<file path="src/rtl/easy_fifo_axis_arb.sv">
// Round-robin N-to-1 AXI-Stream arbiter feeding one AXIS FIFO write port.
// A grant is held for a whole packet (tlast) and/or a bounded burst, and the
// output is a registered slice that also carries the source index on tid.
//
// Ports:
//   clk, rst_n            single clock, asynchronous active-low reset
//   s_axis_tdata          NUM_IN*DWIDTH flattened requester data
//   s_axis_tvalid/tlast   per-requester valid / last
//   s_axis_tready         per-requester ready, one-hot or zero
//   m_axis_tdata/tvalid/tlast/tid   registered output beat
//   m_axis_tready         downstream FIFO ready
//   grant_active          high while a grant is held
module easy_fifo_axis_arb #(
    parameter int unsigned NUM_IN    = 4,
    parameter int unsigned DWIDTH    = 32,
    parameter int unsigned HAS_LAST  = 1,
    parameter int unsigned MAX_BURST = 0,
    localparam int unsigned IDW      = (NUM_IN > 1) ? $clog2(NUM_IN) : 1
) (
    input  logic                     clk,
    input  logic                     rst_n,
    input  logic [NUM_IN*DWIDTH-1:0] s_axis_tdata,
    input  logic [NUM_IN-1:0]        s_axis_tvalid,
    input  logic [NUM_IN-1:0]        s_axis_tlast,
    output logic [NUM_IN-1:0]        s_axis_tready,
    output logic [DWIDTH-1:0]        m_axis_tdata,
    output logic                     m_axis_tvalid,
    output logic                     m_axis_tlast,
    output logic [IDW-1:0]           m_axis_tid,
    input  logic                     m_axis_tready,
    output logic                     grant_active
);

    localparam int unsigned BCW = (MAX_BURST > 0) ? $clog2(MAX_BURST + 1) : 1;

    // Without tlast and without a burst bound a grant could never end.
    if (MAX_BURST == 0 && HAS_LAST == 0) begin : g_bad_release_cfg
        $error("easy_fifo_axis_arb: MAX_BURST=0 requires HAS_LAST=1");
    end
    if (NUM_IN < 2 || NUM_IN > 16) begin : g_bad_num_in
        $error("easy_fifo_axis_arb: NUM_IN must be 2..16");
    end

    typedef enum logic {ST_IDLE, ST_BUSY} state_t;

    state_t             state_q;
    logic [IDW-1:0]     grant_q;
    logic [IDW-1:0]     rr_q;
    logic [BCW-1:0]     beat_cnt_q;
    logic               tvalid_q;
    logic [DWIDTH-1:0]  tdata_q;
    logic               tlast_q;
    logic [IDW-1:0]     tid_q;

    logic [IDW-1:0]     grant_d;
    logic               found;
    logic               sel_valid;
    logic               sel_last;
    logic [DWIDTH-1:0]  sel_data;
    logic               out_free;
    logic               accept;
    logic               burst_end;
    logic               rel_beat;

    // Round-robin pick: first valid requester scanning upward from rr_q+1.
    always_comb begin
        grant_d = rr_q;
        found   = 1'b0;
        for (int unsigned k = 1; k <= NUM_IN; k++) begin
            if (!found &&
                ((s_axis_tvalid & (NUM_IN'(1) << ((32'(rr_q) + k) % NUM_IN))) != '0)) begin
                grant_d = IDW'((32'(rr_q) + k) % NUM_IN);
                found   = 1'b1;
            end
        end
    end

    // Mux of the currently granted requester.
    always_comb begin
        sel_valid = 1'b0;
        sel_last  = 1'b0;
        sel_data  = '0;
        for (int i = 0; i < NUM_IN; i++) begin
            if (grant_q == IDW'(i)) begin
                sel_valid = s_axis_tvalid[i];
                sel_last  = s_axis_tlast[i];
                sel_data  = s_axis_tdata[i*DWIDTH +: DWIDTH];
            end
        end
    end

    assign out_free  = !tvalid_q || m_axis_tready;
    assign accept    = (state_q == ST_BUSY) && sel_valid && out_free;
    assign burst_end = (MAX_BURST != 0) && ((32'(beat_cnt_q) + 32'd1) == MAX_BURST);
    assign rel_beat  = accept && (((HAS_LAST != 0) && sel_last) || burst_end);

    assign s_axis_tready = ((state_q == ST_BUSY) && out_free) ? (NUM_IN'(1) << grant_q) : '0;

    // Arbitration FSM and output register slice.
    always_ff @(posedge clk or negedge rst_n) begin
        if (!rst_n) begin
            state_q    <= ST_IDLE;
            grant_q    <= '0;
            rr_q       <= IDW'(NUM_IN - 1);
            beat_cnt_q <= '0;
            tvalid_q   <= 1'b0;
            tdata_q    <= '0;
            tlast_q    <= 1'b0;
            tid_q      <= '0;
        end else begin
            case (state_q)
                ST_IDLE: begin
                    if (m_axis_tready) begin
                        tvalid_q <= 1'b0;
                    end
                    if (s_axis_tvalid != '0) begin
                        grant_q    <= grant_d;
                        rr_q       <= grant_d;
                        beat_cnt_q <= '0;
                        state_q    <= ST_BUSY;
                    end
                end
                ST_BUSY: begin
                    if (accept) begin
                        tvalid_q   <= 1'b1;
                        tdata_q    <= sel_data;
                        tlast_q    <= (HAS_LAST != 0) && sel_last;
                        tid_q      <= grant_q;
                        beat_cnt_q <= beat_cnt_q + BCW'(1);
                        if (rel_beat) begin
                            state_q <= ST_IDLE;
                        end
                    end else if (m_axis_tready) begin
                        tvalid_q <= 1'b0;
                    end
                end
                default: state_q <= ST_IDLE;
            endcase
        end
    end

    assign m_axis_tvalid = tvalid_q;
    assign m_axis_tdata  = tdata_q;
    assign m_axis_tlast  = tlast_q;
    assign m_axis_tid    = tid_q;
    assign grant_active  = (state_q == ST_BUSY);

endmodule
</file>
<file path="config.mk">
export PLATFORM = sky130hd
export DESIGN_NAME = easy_fifo_axis_arb
export DESIGN_NICKNAME = d
export VERILOG_FILES = /design/src/rtl/easy_fifo_axis_arb.sv
export SDC_FILE = /design/constraint.sdc
export NUM_CORES = 1
export LEC_CHECK = 0
export ABC_CLOCK_PERIOD_IN_PS = 2780
export BUFFER_PORTS_ARGS = -buffer_cell sky130_fd_sc_hd__clkbuf_2
export CAP_MARGIN = 10
export CORE_ASPECT_RATIO = 0.7
export CORE_MARGIN = 2
export CORE_UTILIZATION = 43
export CTS_BUF_LIST = sky130_fd_sc_hd__clkbuf_4 sky130_fd_sc_hd__clkbuf_8 sky130_fd_sc_hd__clkbuf_16
export DETAILED_ROUTE_END_ITERATION = 10
export PLACE_DENSITY = 0.82
export REMOVE_ABC_BUFFERS = 1
export SLEW_MARGIN = 20
export SYNTH_ARGS = -nofsm -noshare
export SYNTH_HDL_FRONTEND = slang
export SYNTH_SLANG_ARGS = --single-unit
</file>
<file path="constraint.sdc">
create_clock -name clk -period 2.78 [get_ports clk]
set_clock_uncertainty 0.2 [all_clocks]
set_input_delay 0.417 -clock clk [delete_from_list [all_inputs] [get_ports clk]]
set_output_delay 0.417 -clock clk [all_outputs]
set_load 0.05 [all_outputs]
</file>
==> results.json <==
{
  "finalCritPeriodShare_pct": 83.5,
  "die-width_um": 99.0,
  "final_cell_mix": "clkbuf_2 (179), dfrtp_1 (38), mux4_2 (33)",
  "vdd_drop_max_mv": 0.583,
  "cts_buffer_depth": 2,
  "ys_warn_count": 0,
  "synthAdderAreaFrac_pct": 1.84,
  "gp_congestion": 0.973,
  "synth_ff_type": "dfrtp_1",
  "routed_wl_mm": 7.08,
  "cp_data_arrival_time_ps": 2270,
  "layout_commonest_cell": "clkbuf_2",
  "synth_seq_cells": 41,
  "syn_area_um2": 2710,
  "cts_hold_buf": 0,
  "fmax_ghz": 0.431,
  "slew_violations": 0,
  "grt_max_degree": 37,
  "area_growth_pct": 39.1,
  "synth_edf_count": 0,
  "finalPower_uw": 5070,
  "tritoncts": "done",
  "status": "completed",
  "cap_violations": 0,
  "placementRows": 24,
  "critPathSlowestCell": "dfstp_2",
  "grt_overflow": 0,
  "grt_pass1_wl_mm": 11.6,
  "port_buffers": 179,
  "finalHoldViolCount": 0,
  "rsz0062_at_grt": "no",
  "antenna_found_initial": 0,
  "clockRootBuffer": "clkbuf_8",
  "nets": 496,
  "first_pass_iters": 4,
  "worstSetupPathType": "flip-flop to flip-flop",
  "synth_largest_area_cell": "dfrtp_1",
  "yosysTopAreaCellShare_pct": 36.0,
  "cts_num_sinks": 41,
  "drive_gt1_share_pct": 75.1,
  "cellLeakagePower_uw": 0.00195,
  "first_global_vias": 2487,
  "multi_input_area_um2": 1570,
  "htree_levels": 2,
  "synth_simple_gate_area_share_pct": 4.89,
  "num_vias": 2300,
  "start_util_pct": 44.1,
  "worstSkewPairLatency_ps": 280,
  "path_clk_slew_ps": 70,
  "synth-xor-area-share_pct": 0.323,
  "netlist_instances": 171,
  "insertedDiodeCount": 0,
  "endpoint_kind": "flip-flop",
  "numCtsBuffers": 5,
  "core_area_um2": 6160,
  "die-area_um2": 6970,
  "wl_per_cell_um": 16.4,
  "seqCellArea_um2": 1030,
  "synth.mux.area_fraction_pct": 45.8,
  "max_stage_delay_ps": 580,
  "cts_setup_buffers": 0,
  "setup_viol": 0,
  "synthArstFlopShare_pct": 100,
  "hp-class": "input pin to async pin",
  "drtAntennaViolNets": 0,
  "final_area_um2": 3770,
  "fill_cells": 499,
  "boundaryPins": 180,
  "die_y_um": 70.5,
  "drc": 0,
  "cp-start-kind": "flip-flop",
  "slew_headroom_pct": 40.5,
  "grt_usage_pct": 21.1,
  "synth_compound_area_share_pct": 5.12,
  "drt-initial-drc-count": 95,
  "ys_types": 37,
  "ctsResizeCount": 0,
  "critical_path.cell_chain": "inv_1 > ha_1 > a22o_1 > or2_2 > o311ai_0 > o211ai_1",
  "min_period_ps": 2320,
  "synthTopCellsByArea": "dfrtp_1 (36%), mux4_2 (27%), mux2_4 (15%), mux2_2 (2.5%), dfstp_2 (1.9%)",
  "place_area_um2": 3680,
  "path_max_fanout": 5,
  "synth_area_per_cell_um2": 15.9,
  "worst_pin_slew_ps": 893,
  "place_hpwl_mm": 5.75,
  "viasPerCell": 5.32,
  "ys_seq_area_share_pct": 37.9,
  "synth_top_family_by_area": "multiplexers",
  "p_per_area_nw_per_um2": 1340,
  "crit_required_ps": 2730
}
==> cells by family after synthesis <==
logic type / Yosys count
buffers and inverters: 15
AOI/OAI and AO/OA: 19
xor gates and xnor gates: 1
DFF: 41
muxes: 67
and+or+nand+nor: 24
adders and majority gates: 4
==> per-layer routing <==
| layer | routed length, µm | vias up | track usage [%] | part of all wire, % |
|---|---|---|---|---|
| li1 | - | 1052 | - | - |
| met1 | 2890 | 1106 | 27.4 | 41 |
| met2 | 3470 | 132 | 36.3 | 49 |
| met3 | 617 | 10 | 4.70 | 8.7 |
| met4 | 98 | 0 | 5.02 | 1.4 |
| met5 | 0 | - | 0 | 0 |
==> metrics by stage <==
stage | instances | setup slack (ps) | setup TNS [ps] | util (%) | hold slack, ps
after floorplan | 160 | -724 | -19050 | - | -78.6
after global placement | 424 | 523 | 0 | 59.7 | 263
after detailed placement | 424 | 490 | 0 | 59.7 | 269
after CTS | 432 | 468 | 0 | 61.3 | 85.0
after global routing | 432 | 278 | 0 | 61.3 | 120
final | 432 | 459 | 0 | 61.3 | 45.3
==> cell usage after synthesis, types with 3 or more instances <==
| cell | instances |
|---|---|
| mux4_2 | 33 |
| o211ai_1 | 3 |
| inv_1 | 4 |
| nand2_1 | 7 |
| ha_1 | 4 |
| nor2_1 | 4 |
| mux2_4 | 27 |
| buf_2 | 4 |
| dfrtp_1 | 39 |
| a22oi_1 | 4 |
| mux2_2 | 6 |
==> path summary, 6_finish.rpt <==
path	start	end	slack, ps	depth (start not counted)
max reg2reg	rr_q[0]	grant_q[1]	460	6
max	rr_q[0]	grant_q[1]	460	6
min reg2reg	m_axis_tlast	m_axis_tlast	290	1
max in group asynchronous	rst_n	m_axis_tdata[18]	1710	2
min in group clk	m_axis_tlast	m_axis_tlast	290	1
min	rst_n	m_axis_tdata[25]	50	1
==> area by class of cell <==
cell class,count,area share [%]
timing repair buffer,186,25.5
clock buffer,8,2.59
multi-input combinational,115,41.7
inverter,4,0.398
sequential,41,27.3
tap,78,2.59
==> worst max-delay path: cells and delay by family (launching register included) <==
kind	cells	cell delay, ps
fa+ha+maj	1	240
buf+inv	1	90
simple gates	1	280
compound gates	3	810
flops	1	580
==> power by group <==
part	switching, µW	internal [µW]	total [µW]
registers	237	931	1170
clock network	189	222	411
logic	2010	1480	3490
==> registers in the layout (all words and copies together), names as in the netlist <==
register,cells
grant_active,1
grant_q,2
m_axis_tdata,32
m_axis_tid,2
m_axis_tlast,1
m_axis_tvalid,1
rr_q,2
No activity file was read; power rests on OpenSTA's default activity.
